File: config.mk
export PLATFORM = sky130hd
export DESIGN_NAME = handshake_constant_seq
export DESIGN_NICKNAME = d
export VERILOG_FILES = /design/src/rtl/handshake_constant_seq_pkg.sv /design/src/rtl/handshake_skid_buf.sv /design/src/rtl/handshake_constant_seq.sv
export SDC_FILE = /design/constraint.sdc
export NUM_CORES = 1
export LEC_CHECK = 0
export ABC_AREA = 1
export BUFFER_PORTS_ARGS = -buffer_cell sky130_fd_sc_hd__buf_2
export CAP_MARGIN = 20
export CORE_UTILIZATION = 32
export DETAILED_ROUTE_END_ITERATION = 7
export PLACE_DENSITY = 0.74
export SYNTH_ARGS = -nofsm -noshare
export SYNTH_HDL_FRONTEND = slang
export SYNTH_SLANG_ARGS = --single-unit
File: constraint.sdc
create_clock -name clk -period 0.8 [get_ports clk]
set_input_delay 0.04 -clock clk [delete_from_list [all_inputs] [get_ports clk]]
set_output_delay 0.04 -clock clk [all_outputs]
set_load 0.01 [all_outputs]
File: src/rtl/handshake_constant_seq_pkg.sv
// Shared definitions for the registered constant-sequence source.
//   idx_w()   : width of the table index, at least one bit even for DEPTH==1
//   MODE_WRAP : index wraps from DEPTH-1 back to 0
//   MODE_SAT  : index holds at DEPTH-1
package handshake_constant_seq_pkg;

  localparam int MODE_WRAP = 0;
  localparam int MODE_SAT  = 1;

  function automatic int idx_w(input int depth);
    return (depth <= 1) ? 1 : $clog2(depth);
  endfunction

endpackage

File: src/rtl/handshake_skid_buf.sv
// Two-entry elastic register. Full throughput with registered ready and
// valid: the main slot drives outs directly, the skid slot catches the one
// token accepted while the consumer stalls.
//   clk, rst              : clock, synchronous active-low reset
//   ins/ins_valid/ins_ready     : upstream channel (ins_ready registered)
//   outs/outs_valid/outs_ready  : downstream channel (outs, outs_valid registered)
module handshake_skid_buf #(
  parameter int DATA_WIDTH = 32
) (
  input  logic                  clk,
  input  logic                  rst,
  input  logic [DATA_WIDTH-1:0] ins,
  input  logic                  ins_valid,
  output logic                  ins_ready,
  output logic [DATA_WIDTH-1:0] outs,
  output logic                  outs_valid,
  input  logic                  outs_ready
);

  logic [DATA_WIDTH-1:0] skid_data;
  logic                  skid_valid;
  logic                  accept;
  logic                  fire;

  assign accept = ins_valid & ins_ready;
  assign fire   = outs_valid & outs_ready;

  always_ff @(posedge clk) begin
    if (!rst) begin
      outs       <= '0;
      outs_valid <= 1'b0;
      skid_data  <= '0;
      skid_valid <= 1'b0;
      ins_ready  <= 1'b0;
    end else begin
      // ins_ready tracks the next skid state, so it always equals !skid_valid
      ins_ready <= 1'b1;
      if (skid_valid) begin
        // ins_ready is low here, so no accept can coincide
        if (fire) begin
          outs       <= skid_data;
          skid_valid <= 1'b0;
        end else begin
          ins_ready  <= 1'b0;
        end
      end else if (accept) begin
        if (!outs_valid || fire) begin
          outs       <= ins;
          outs_valid <= 1'b1;
        end else begin
          skid_data  <= ins;
          skid_valid <= 1'b1;
          ins_ready  <= 1'b0;
        end
      end else if (fire) begin
        // outs keeps its stale value; only the valid flag drops
        outs_valid <= 1'b0;
      end
    end
  end

endmodule

File: src/rtl/handshake_constant_seq.sv
// Elastic constant source: every accepted ctrl token emits the table entry
// selected by an internal index, through a registered skid buffer.
//   clk, rst                 : clock, synchronous active-low reset
//   ctrl_valid/ctrl_ready    : control token channel (ctrl_ready registered)
//   rewind                   : forces the index back to 0 at the edge
//   outs/outs_valid/outs_ready : constant token channel (registered)
//   cur_index                : current table index
module handshake_constant_seq
  import handshake_constant_seq_pkg::*;
#(
  parameter int                          DATA_WIDTH = 32,
  parameter int                          DEPTH      = 4,
  parameter logic [DEPTH*DATA_WIDTH-1:0] VALUES     = '0,
  parameter int                          MODE       = MODE_WRAP,
  localparam int                         IDX_W      = idx_w(DEPTH)
) (
  input  logic                  clk,
  input  logic                  rst,
  input  logic                  ctrl_valid,
  output logic                  ctrl_ready,
  input  logic                  rewind,
  output logic [DATA_WIDTH-1:0] outs,
  output logic                  outs_valid,
  input  logic                  outs_ready,
  output logic [IDX_W-1:0]      cur_index
);

  localparam int              TBL_N = 2 ** IDX_W;
  localparam logic [IDX_W-1:0] LAST = IDX_W'(DEPTH - 1);

  logic [IDX_W-1:0]      idx;
  logic [DATA_WIDTH-1:0] tbl [TBL_N];
  logic                  accept;

  // Table padded to a power of two so the index never selects out of range;
  // unreachable entries are tied to zero.
  for (genvar i = 0; i < TBL_N; i++) begin : g_tbl
    if (i < DEPTH) begin : g_used
      assign tbl[i] = VALUES[i*DATA_WIDTH +: DATA_WIDTH];
    end else begin : g_pad
      assign tbl[i] = '0;
    end
  end

  assign accept    = ctrl_valid & ctrl_ready;
  assign cur_index = idx;

  // The accepting token reads the pre-edge index; rewind only affects the next.
  always_ff @(posedge clk) begin
    if (!rst || rewind || DEPTH == 1) begin
      idx <= '0;
    end else if (accept) begin
      if (idx == LAST) idx <= (MODE == MODE_SAT) ? idx : '0;
      else             idx <= idx + 1'b1;
    end
  end

  handshake_skid_buf #(
    .DATA_WIDTH(DATA_WIDTH)
  ) u_buf (
    .clk       (clk),
    .rst       (rst),
    .ins       (tbl[idx]),
    .ins_valid (ctrl_valid),
    .ins_ready (ctrl_ready),
    .outs      (outs),
    .outs_valid(outs_valid),
    .outs_ready(outs_ready)
  );

endmodule

=== Yosys cells after proc, flatten, opt, wreduce, memory -nomap -nowiden ===
Cells that the tools add are included.

* Latch bits: 0
* Bits in read-only memories: 0
* Bits in registers: 69
* Input bits: 5
* Word-level logic and storage cells: 45
* Bits in writable memories: 0
* Memories: 0

* $mul: 0
* Shift-type cells: 0
* Div/mod/pow operators: 0
* Muxes and demuxes: 19
* Add/subtract/negate cells: 1
* Reductions and logical operators: 10
* Bitwise logic cells: 5
* Magnitude comparators: 1
* Equality and inequality tests: 3

{| class="wikitable"
|+ Operator list
! operator !! number
|-
| $mux W32 || 6
|-
| $bmux W32 S2 || 1
|-
| $mux W1 || 11
|-
| $reduce_and A3 Y1 || 3
|-
| $reduce_bool A2 Y1 || 3
|-
| $ge A3 B3 Y1 const B || 1
|-
| $not A2 Y3 || 1
|-
| $add A2 B1 Y2 const B || 1
|-
| $and A1 B1 Y1 || 2
|-
| $eq A2 B2 Y1 const B || 1
|-
| $logic_not A1 Y1 || 2
|-
| $logic_or A1 B1 Y1 || 2
|-
| $mux W2 || 1
|-
| $ne A2 B1 Y1 const B || 1
|-
| $ne A2 B2 Y1 const B || 1
|-
| $not A1 Y1 || 2
|}

=== Depth between registers and ports, before layout ===
* Depth after elaboration: 7
* Depth in mapped cells: 5

=== Cells and area by module ===
A second synthesis with hierarchy kept.

* Cells, all modules: 515
* Area total of the unflattened synthesis: 3213.1 um2

{| class="wikitable"
|+ Modules (own cells, without submodules)
! module !! instances !! seq. area each (um2) !! area an instance (um2) !! cells an instance
|-
| handshake_skid_buf || 1 || 1341.3 || 3094.2 || 497
|-
| handshake_constant_seq || 1 || 40.0 || 118.9 || 18
|}

=== Least setup slack after synthesis ===
No wires, ideal clock.

* Path type: register to register
* Start point: reg idx[0] (netlist: cur_index[0])
* End point: reg idx[1] (netlist: cur_index[1])
* Stages on the path, launching flop included: 4
* Data required time: 0.687 ns
* Slack: -0.111 ns
* Arrival time: 0.798 ns
* Cell sequence: dfxtp_1 > ha_1 > o21ai_1 > nor2_1

* Longest elaborated chain between the ends: 2
* Elaborated cells between the ends (all ways): 3
* Classes of those cells: add/sub: 1; eq/ne: 1; mux: 1

{| class="wikitable"
|+ Ends and longest elaborated chain
! what !! RTL line !! source
|-
| start: declaration || handshake_constant_seq.sv:31 || <nowiki>logic [IDX_W-1:0] idx;</nowiki>
|-
| start signal: assignment || handshake_constant_seq.sv:53 || <nowiki>if (idx == LAST) idx <= (MODE == MODE_SAT) ? idx : '0;</nowiki>
|-
| start signal: assignment || handshake_constant_seq.sv:54 || <nowiki>else idx <= idx + 1'b1;</nowiki>
|-
| $add A2 B1 Y2 / $eq A2 B2 Y1 (equally long branches) || handshake_constant_seq.sv:54, handshake_constant_seq.sv:53 ||
|-
| $mux W2 * || handshake_constant_seq.sv:53 ||
|}

Every way passes the cells marked *; elsewhere a longest branch is shown, timed or not.
A chain may end at the register's enable or synchronous reset.

=== Final worst setup path ===
* Start point: reg idx[1] (netlist: cur_index[1])
* End point: out cur_index[1]

{| class="wikitable"
|+ RTL lines
! what !! RTL line !! source
|-
| end: declaration || handshake_constant_seq.sv:25 || <nowiki>output logic [IDX_W-1:0] cur_index</nowiki>
|}

No word-level cell between the ends.

==> qor_table.md <==
| Result | Value |
|:---|:---|
| Area share of the leading cell type in the synthesized netlist | 52.3% |
| Critical Path, Cell by Cell | buf_6 -> buf_6 |
| Switching Share | 31.7% |
| Synth Register Bits | 5 |
| Synthesis Warnings | 0 |
| Remaining antenna violation count after routing | 0 |
| Antenna violations before repair | 0 |
| Cell internal power dissipation | 0.000493 W |
| Top cell type by total area after synthesis | sky130_fd_sc_hd__buf_4 |
| Top-Level Pins | 41 |
| Data required, critical path | 0.76 ns |
| Relative contribution of combinational cells to total power | 21.6% |
| Most used standard cells in the synthesized netlist | 32 x sky130_fd_sc_hd__buf_4, 7 x sky130_fd_sc_hd__nand2_1, 5 x sky130_fd_sc_hd__dfxtp_1 |
| Class of the tightest hold or removal check | primary input to register |
| Grt ovf | 0 |
| Final worst hold slack | 0.0646 ns |
| Drt initial violations | 1 |
| Arrival @ worst endpoint | 0.80 ns |
| Wire length on met1 | 198 um |
| Final count of pins violating max slew | 0 |
| Average via count per standard cell | 3.40 |
| Power per unit of standard cell area | 1460 nW/um^2 |
| Pin count of the biggest net entering global routing | 5 |
| Library cell appearing most often on the critical path | sky130_fd_sc_hd__buf_6 |
| Kind of start point of the critical path | register |
| Area growth, synth to finish | 7.63% |
| CTS Root Buffer Type | sky130_fd_sc_hd__clkbuf_4 |
| Number of diodes | 0 |
| Delay contributed by the slowest stage of the critical path | 0.34 ns |
| HPWL reported at the end of detailed placement | 508 um |
| Wire length per cell | 6.30 um |
| Die X-Extent | 39.9 um |
| Timing-limited maximum frequency | 1190 MHz |
| DIE HEIGHT | 39.9 um |
| CTS max path bufs | 2 |
| Detailed-router iteration count before antenna repair | 2 |
| Psw | 0.000229 W |
| Clock-pin slew reported for the worst setup and hold paths after clock tree synthesis | 0.05 ns |
| Row count | 13 |
| Number of global-route vias before repair | 210 |
| Number of H-tree levels | 1 |
| Share of the clock period used by the worst path | 105% |
| Non-filler cells, final | 91 |
| Violations in the final reports | setup timing |
| Placeable core area | 1320 um^2 |
| Wire length of the first global-routing pass | 841 um |
| Share of final-layout standard cells stronger than drive strength 1 | 31.6% |
| Worst reg2reg setup slack | -0.03 ns |
| Overall global routing resource usage | 8.49% |
| Post-detailed-route DRC marker count | 0 |
| Fill cell instance count of the final layout | 158 |
| IR Drop Worst-Case VDD | 569 uV |
| Count of final setup violators | 3 |
| Number of hold violations in the final report | 0 |
| Share of the yosys chip area belonging to registers | 21.8% |
| Via count | 309 |
| Initial Utilization | 34.9% |
| TritonCTS clock tree | done |
| Sequential fraction of design power | 38.3% |
| Top_reg_cell synth | sky130_fd_sc_hd__dfxtp_1 |
| EDFF count, synth | 0 |
| Die footprint | 1590 um^2 |
| Summed instance area of the synthesized netlist | 459 um^2 |
| Clock power frac | 40.1% |
| RSZ-0062 raised after global routing | yes |
| Clock Skews | 0.00455 ns |
| Combined area of the multi-input logic cells | 236 um^2 |
| Mean cell area of the mapped netlist | 7.41 um^2 |
| Port-buffer cells | 8 |
| Post-route minimum period | 0.840 ns |
| Met2 wire length | 323 um |
| Crit. End Element | output pin |
| Unique masters post-synth | 12 |
| Nets@finish | 83 |
| FFs w/ async S/R, synth | 0% |
| Total leakage power | 0.281 nW |
| Critical-path maximum fanout | 2 |
| Met3 layer wire length in the routed design | 51 um |
| Insertion delay to the later sink of the worst-skew pair | 0.24 ns |
| Crit path max-delay cell type | sky130_fd_sc_hd__dfxtp_2 |
| Number of buffers created by CTS | 3 |
| Cell count after placement | 86 |
| Storage element area | 105 um^2 |
| Fin worst setup slack | -0.0400 ns |
| Max-Cap Viols | 0 |
| Top-count cell post-synth | sky130_fd_sc_hd__buf_4 |
| CP Class | register to output pin |
| Gp weighted congestion | 0.661 |
| Clock sink total | 5 |
| Synth area leaders | sky130_fd_sc_hd__buf_4 52%, sky130_fd_sc_hd__dfxtp_1 22%, sky130_fd_sc_hd__nand2_1 5.7%, sky130_fd_sc_hd__nor2_2 4.1%, sky130_fd_sc_hd__nor2_1 3.3% |
| Detailed-route wire length | 573 um |
| Number of cells produced by synthesis | 62 |
| Top Metal Used | met3 |
| Outcome | finished, violations left |
placed cells by master, fill, tap and decap left out, drive strengths merged:
master,instances
inv,3
o21ai,1
conb,32
buf,11
dfxtp,5
clkbuf,3
ha,1
clkinv,1
nand3,2
nor2,7
a21oi,2
nand2,8
area by class of cell:
class / instances / area share [%]
well taps: 15 / 3.80
repair buffers: 11 / 19.2
clock buffers: 3 / 4.56
multi-input cells: 53 / 47.8
flip-flops and latches: 5 / 21.3
clock inverters: 1 / 1.01
inverters: 3 / 2.28
final timing paths:
kind                                       start               end  cells after the start
worst max-delay path                cur_index[1]      cur_index[1]                      2
worst max register to register      cur_index[1]      cur_index[1]                      3
worst min register to register  u_buf.outs_valid  u_buf.outs_valid                      2
worst min-delay path                      rewind      cur_index[0]                      4
stage by stage:
stage	util, %	setup TNS [ns]	setup slack [ns]	cell area [um^2]	power (W)
floorplan	-	-0.0271	-0.0271	592	0.000499
global placement	32.3	0	0.00191	425	0.000414
detailed placement	32.3	-0.0255	-0.0255	425	0.000417
CTS	36.6	-0.128	-0.0485	482	0.000724
global route	37.5	-0.236	-0.0806	494	0.000781
finish	37.5	-0.104	-0.0400	494	0.000722
cells by family after synthesis:
family / synth area share (%)
simple gates: 16.6
flops: 21.8
buf+inv: 54.8
compound gates: 3.27
fa+ha+maj: 2.72
other cells: 0.817
power groups by stage:
stage,combinational (W),clock [W],sequential [W]
floorplan,0.000215,0,0.000283
global placement,0.000136,0,0.000278
detailed placement,0.000138,0,0.000279
CTS,0.000147,0.000302,0.000275
global route,0.000180,0.000322,0.000278
finish,0.000156,0.000289,0.000276
routing by layer:
layer | GRT usage [%] | vias to the layer above
met3 | 5.11 | 0
li1 | - | 154
met4 | 5.17 | 0
met5 | 0 | -
met2 | 13.7 | 19
met1 | 8.00 | 136
worst max-delay path: cells and delay by family, from the launching register on:
family                 cells  cell delay (ns)
DFF                        1             0.34
buffers and inverters      2             0.23
repair_timing:
action,CTS,global route
setup buffers,1,0
hold buffers,0,0
resized for setup,5,2
setup endpoints to repair,4,6
state kept, by name (all words and copies together), names as in the netlist:
register,count
u_buf.outs_valid,1
u_buf.skid_valid,1
cur_index,2
u_buf.ins_ready,1
No activity file was read; power rests on OpenSTA's default activity.
